<file path="src/rtl/fetch_pkg.sv">
// Shared types and constants for the instruction fetch stage.
package fetch_pkg;

  localparam int FETCH_FIFO_DEPTH = 2;
  localparam int FETCH_AW         = 32;
  localparam int FETCH_DW         = 32;

  typedef struct packed {
    logic [FETCH_AW-1:0] pc;
    logic [FETCH_DW-1:0] instr;
  } fetch_entry_t;

endpackage

</file>
<file path="src/rtl/fetch_fifo.sv">
// Small flushable FIFO holding fetched {pc, instr} entries; head reads as zero when empty.
module fetch_fifo
  import fetch_pkg::*;
#(
  parameter type entry_t = fetch_entry_t
) (
  input  logic   clk,
  input  logic   rst_n,
  input  logic   push_i,
  input  logic   pop_i,
  input  logic   flush_i,
  input  entry_t push_data_i,
  output logic   full_o,
  output logic   empty_o,
  output entry_t head_o
);

  localparam int PTR_W = $clog2(FETCH_FIFO_DEPTH);
  localparam int CNT_W = PTR_W + 1;

  entry_t             mem_q [FETCH_FIFO_DEPTH];
  logic [PTR_W-1:0]   wr_q, rd_q;
  logic [CNT_W-1:0]   cnt_q;
  logic               do_push, do_pop;

  assign full_o  = (cnt_q == CNT_W'(FETCH_FIFO_DEPTH));
  assign empty_o = (cnt_q == '0);
  assign do_pop  = pop_i & ~empty_o;
  // A pop in the same cycle frees the slot the push needs.
  assign do_push = push_i & (~full_o | do_pop);
  assign head_o  = empty_o ? '0 : mem_q[rd_q];

  always_ff @(posedge clk or negedge rst_n) begin
    if (!rst_n) begin
      wr_q  <= '0;
      rd_q  <= '0;
      cnt_q <= '0;
      for (int i = 0; i < FETCH_FIFO_DEPTH; i++) mem_q[i] <= '0;
    end else if (flush_i) begin
      wr_q  <= '0;
      rd_q  <= '0;
      cnt_q <= '0;
    end else begin
      if (do_push) begin
        mem_q[wr_q] <= push_data_i;
        wr_q        <= wr_q + 1'b1;
      end
      if (do_pop) rd_q <= rd_q + 1'b1;
      cnt_q <= cnt_q + CNT_W'(do_push) - CNT_W'(do_pop);
    end
  end

endmodule

</file>
<file path="src/rtl/instr_fetch.sv">
// Instruction fetch: PC register driving a combinational ROM, 2-entry output buffer,
// redirect flush. Define INSTR_FETCH_PERF_EN to enable the back-pressure stall counter.
module instr_fetch
  import fetch_pkg::*;
#(
  parameter int                       ADDRESS_WIDTH = 32,
  parameter int                       DATA_WIDTH    = 32,
  parameter logic [ADDRESS_WIDTH-1:0] RESET_PC      = '0,
  parameter logic [ADDRESS_WIDTH-1:0] PC_STEP       = ADDRESS_WIDTH'(1)
) (
  input  logic                     clk,
  input  logic                     rst_n,
  output logic [ADDRESS_WIDTH-1:0] rom_addr,
  input  logic [DATA_WIDTH-1:0]    rom_dout,
  input  logic                     redirect_valid,
  input  logic [ADDRESS_WIDTH-1:0] redirect_pc,
  output logic                     out_valid,
  input  logic                     out_ready,
  output logic [DATA_WIDTH-1:0]    out_instr,
  output logic [ADDRESS_WIDTH-1:0] out_pc,
  output logic [31:0]              perf_stall_cnt
);

  typedef struct packed {
    logic [ADDRESS_WIDTH-1:0] pc;
    logic [DATA_WIDTH-1:0]    instr;
  } entry_t;

  logic [ADDRESS_WIDTH-1:0] pc_q, pc_d;
  logic   full, empty, pop, push;
  entry_t head, wr_entry;

  assign rom_addr  = pc_q;
  assign out_valid = ~empty;
  assign out_instr = head.instr;
  assign out_pc    = head.pc;
  assign pop       = out_valid & out_ready;
  assign push      = ~redirect_valid & (~full | pop);
  assign wr_entry  = '{pc: pc_q, instr: rom_dout};

  always_comb begin
    pc_d = pc_q;
    if (redirect_valid) pc_d = redirect_pc;
    else if (push)      pc_d = pc_q + PC_STEP;
  end

  always_ff @(posedge clk or negedge rst_n) begin
    if (!rst_n) pc_q <= RESET_PC;
    else        pc_q <= pc_d;
  end

  fetch_fifo #(.entry_t(entry_t)) u_fifo (
    .clk         (clk),
    .rst_n       (rst_n),
    .push_i      (push),
    .pop_i       (pop),
    .flush_i     (redirect_valid),
    .push_data_i (wr_entry),
    .full_o      (full),
    .empty_o     (empty),
    .head_o      (head)
  );

`ifdef INSTR_FETCH_PERF_EN
  logic [31:0] stall_q;

  always_ff @(posedge clk or negedge rst_n) begin
    if (!rst_n)                                  stall_q <= '0;
    else if (out_valid && !out_ready && stall_q != '1) stall_q <= stall_q + 32'd1;
  end

  assign perf_stall_cnt = stall_q;
`else
  assign perf_stall_cnt = '0;
`endif

endmodule

</file>
<file path="config.mk">
export PLATFORM = sky130hd
export DESIGN_NAME = instr_fetch
export DESIGN_NICKNAME = d
export VERILOG_FILES = /design/src/rtl/fetch_pkg.sv /design/src/rtl/fetch_fifo.sv /design/src/rtl/instr_fetch.sv
export SDC_FILE = /design/constraint.sdc
export NUM_CORES = 1
export LEC_CHECK = 0
export ABC_CLOCK_PERIOD_IN_PS = 4780
export BUFFER_PORTS_ARGS = -buffer_cell sky130_fd_sc_hd__buf_2
export CORE_ASPECT_RATIO = 2
export CORE_MARGIN = 2
export CORE_UTILIZATION = 35
export DETAILED_ROUTE_END_ITERATION = 8
export SLEW_MARGIN = 5
export SYNTH_ARGS = -nofsm -noshare
export SYNTH_HDL_FRONTEND = slang
export SYNTH_SLANG_ARGS = --single-unit
</file>
<file path="constraint.sdc">
create_clock -name clk -period 4.78 [get_ports clk]
set_input_delay 0.239 -clock clk [delete_from_list [all_inputs] [get_ports clk]]
set_output_delay 0.239 -clock clk [all_outputs]
set_load 0.03 [all_outputs]
</file>
==> impl_metrics.csv <==
group,metric,value,unit
outcome,status,"finished clean",
hold_path,hp-class,"in -> reg",
floorplanning,die-area,24100,um^2
clock_tree,htreeDepth,4,
critical_path,r2r_start,"rom_addr[11]$_DFFE_PN0P_",
floorplanning,rows,78,
floorplanning,io_pins,197,
critical_path,cp_max_fo,53,
global_routing,gr-total-overflow,0,
logic_synthesis,synthTopCellsByArea,"dfrtp_1, mux2_2, mux2i_1",
clock_tree,clk_latency,440,ps
logic_synthesis,syn_area,7990,um^2
finish,nNetsFinal,904,
critical_path,reg2reg_depth,5,
power_and_ir_drop,p_per_area,620,nW/um^2
hold_path,whs_endpoint,"rom_addr[2]$_DFFE_PN0P_",
logic_synthesis,synth_edf_count,0,
floorplanning,die_w,111,um
floorplanning,die_y,218,um
route,first_iter_violations,142,
clock_tree,post_cts_resized,0,
logic_synthesis,ys_seq_area_share,51.3,%
power_and_ir_drop,switching_share,39.2,%
critical_path,worstPathCellList,"buf_4, mux2i_1, nor2_1, buf_2",
sta,fin_crit_sh,56.0,%
global_routing,grt_max_degree,103,
route,wl_met3,742,um
global_routing,antenna_found_initial,0,
sta,max_freq,0.373,GHz
sta,setup_viol,0,
critical_path,r2r_setup_slack,2450,ps
power_and_ir_drop,p_int,3650,uW
route,postRouteAntennaNets,0,
logic_synthesis,yosys-top-cells-count,"dfrtp_1, mux2_2, nor2_1, mux2i_1, nand2_1",
power_and_ir_drop,power.clock.fraction,22.7,%
logic_synthesis,synthCells,671,
clock_tree,clock-sinks,164,
clock_tree,cts_tree,"done",
finish,drive_above_1_share,41.3,%
logic_synthesis,netlist.top_cell.by_area,"dfrtp_1",
flow_run,cap_violations,0,
critical_path,critPathSlowestCell,"dfrtp_4",
power_and_ir_drop,power.switching,2350,uW
logic_synthesis,synth.most_common_cell,"dfrtp_1",
route,wire_per_inst,16.8,um
power_and_ir_drop,p_comb_share,38.9,%
critical_path,worstPathRequired,4540,ps
route,via_per_inst,4.81,
clock_tree,numCtsBuffers,17,
route,drtPass1Iterations,4,
placement,place.port_buffers,164,
logic_synthesis,ys_warn_count,0,
route,dr_wl_met2,10700,um
sta,worst_pin_slew,1040,ps
logic_synthesis,synth_flop_cell,"dfrtp_1",
sta,drv_slew,0,
critical_path,crit_type,"reg -> out",
route,wirelength,18900,um
placement,place_congestion,0.783,
logic_synthesis,ys_seq_elements,164,
sta,rsz0062_at_grt,"no",
clock_tree,post_cts_buffers,0,
critical_path,path_delay_family,"flip-flops",
sta,period_needed,2680,ps
sta,slew_headroom,30.7,%
clock_tree,clockBufferDepth,2,
floorplanning,core_area,22500,um^2
sta,worst_slack,2100,ps
logic_synthesis,async_flop_share,100,%
floorplanning,initial_utilization,35.5,%
route,wl_met1,7010,um
logic_synthesis,avgSynthCellArea,11.9,um^2
clock_tree,clk_pin_slew,60,ps
sta,skew,9.99,ps
power_and_ir_drop,leakagePower,0.00435,uW
finish,syn_to_final_growth,21.1,%
sta,finalHoldViolations,0,
critical_path,r2r-end,"rom_addr[31]$_DFFE_PN0P_",
route,drc,0,
critical_path,cp-start-kind,"register",
route,vias,5417,
sta,setup_tns,0,ps
critical_path,crit_path_end_kind,"primary output",
route,top_layer_used,"met4",
hold_path,min_path_cells,3,
global_routing,grtUsageTotal,16.1,%
critical_path,cp_num_buf_inv,2,
global_routing,grt_pass1_vias,5456,
clock_tree,cts_root_buffer,"clkbuf_16",
critical_path,cpPeakStageDelay,1110,ps
power_and_ir_drop,ir_drop,0.238,mV
global_routing,grt_pass1_wl,29800,um
logic_synthesis,yosysTopAreaCellShare,51.3,%
placement,dp_hpwl,13100,um
logic_synthesis,yosys.cell_types.count,38,
power_and_ir_drop,sequentialPowerShare,38.4,%
hold_path,hp-start,"redirect_pc[2]",
placement,place_ws,2460,ps
critical_path,cp.arrival,2440,ps
-- worst reg2reg max path, cell delays in order (launching register included) --
cell and delay (ps):
dfrtp_1 460, and4_1 290, nand4_1 600, nand4b_1 440, xnor2_1 170, mux2_2 260
-- how the worst max path moves through the flow --
stage | start | depth (start not counted) | slack [ps] | to
finish | u_fifo.rd_q$_DFFE_PN0P_ | 4 | 2100 | out_pc[3]
CTS | u_fifo.rd_q$_DFFE_PN0P_ | 4 | 2020 | out_pc[5]
global route | u_fifo.rd_q$_DFFE_PN0P_ | 4 | 1930 | out_pc[6]
floorplan | rom_addr[5]$_DFFE_PN0P_ | 6 | 2720 | rom_addr[29]$_DFFE_PN0P_
global placement | rom_addr[12]$_DFFE_PN0P_ | 5 | 2480 | rom_addr[31]$_DFFE_PN0P_
detailed placement | rom_addr[12]$_DFFE_PN0P_ | 5 | 2460 | rom_addr[31]$_DFFE_PN0P_
-- flip-flops by register name (all words and copies together), names as in the netlist --
register      count
u_fifo.mem_q    128
u_fifo.rd_q       1
u_fifo.wr_q       1
u_fifo.cnt_q      2
rom_addr         32
-- kinds of logic after synthesis --
group           Yosys count  synth area share [%]
xor+xnor                 35                  3.83
flops                   164                  51.3
mux                     194                  26.3
other cells               1                0.0469
simple gates            165                  10.5
compound gates           31                  1.94
buf+inv                  78                  5.51
fa+ha+maj                 3                 0.470
-- layout make-up --
cell class,count,area (um^2)
antenna,1,2.50
clock buffer,18,439
clock inverter,14,153
fill,2173,12900
inverter,6,22.5
multi-input combinational,460,3580
sequential,164,4110
tap,280,350
timing repair buffer,184,1020
-- layer usage --
| metal | track usage, % | up-vias |
|---|---|---|
| met2 | 30.4 | 141 |
| met1 | 16.9 | 2681 |
| met3 | 3.50 | 23 |
| met5 | 0 | - |
| li1 | - | 2572 |
| met4 | 6.71 | 0 |
-- layout by cell type (no fill, tap or decap), types with 4 or more instances in the layout --
| cell type | synthesis | layout |
|---|---|---|
| buf_2 | 8 | 163 |
| clkbuf_16 | 0 | 17 |
| inv_1 | 6 | 6 |
| nor2_1 | 71 | 70 |
| nor4_2 | 5 | 5 |
| nor3_1 | 6 | 6 |
| dfrtp_1 | 164 | 163 |
| xor2_1 | 14 | 14 |
| clkinvlp_4 | 0 | 4 |
| conb_1 | 1 | 32 |
| nand3_1 | 9 | 9 |
| o21ai_0 | 23 | 23 |
| nand2_1 | 40 | 40 |
| mux2_2 | 129 | 129 |
| mux2i_1 | 65 | 65 |
| nand4_1 | 10 | 10 |
| o21ai_1 | 8 | 8 |
| xnor2_1 | 21 | 21 |
| dlygate4sd3_1 | 0 | 13 |
| buf_4 | 32 | 6 |
-- per-stage QoR --
step                util [%]  total power (uW)  hold WS [ps]  cells  area, um^2
floorplan                  -              4010         -56.6    702        8110
detailed placement      39.7              4710           268   1081        8950
global route            42.9              6370          22.5   1126        9680
finish                  42.9              6000          26.1   1127        9680
CTS                     42.9              6110          5.76   1126        9680
global placement        39.7              4670           265   1081        8950
-- power by group through the flow --
stage          logic [uW]  registers, uW  clock network (uW)
5_1_grt              2530           2380                1460
4_1_cts              2390           2310                1410
3_3_place_gp         2350           2320                   0
6_report             2330           2300                1360
3_5_place_dp         2370           2340                   0
2_1_floorplan        1820           2200                   0
-- repair_timing --
| action | 4_1_cts | 5_1_grt |
|---|---|---|
| hold buffers | 13 | 0 |
| endpoints found under the setup margin | 0 | 0 |
| hold endpoints to repair | 74 | 0 |
No activity file was read; power rests on OpenSTA's default activity.
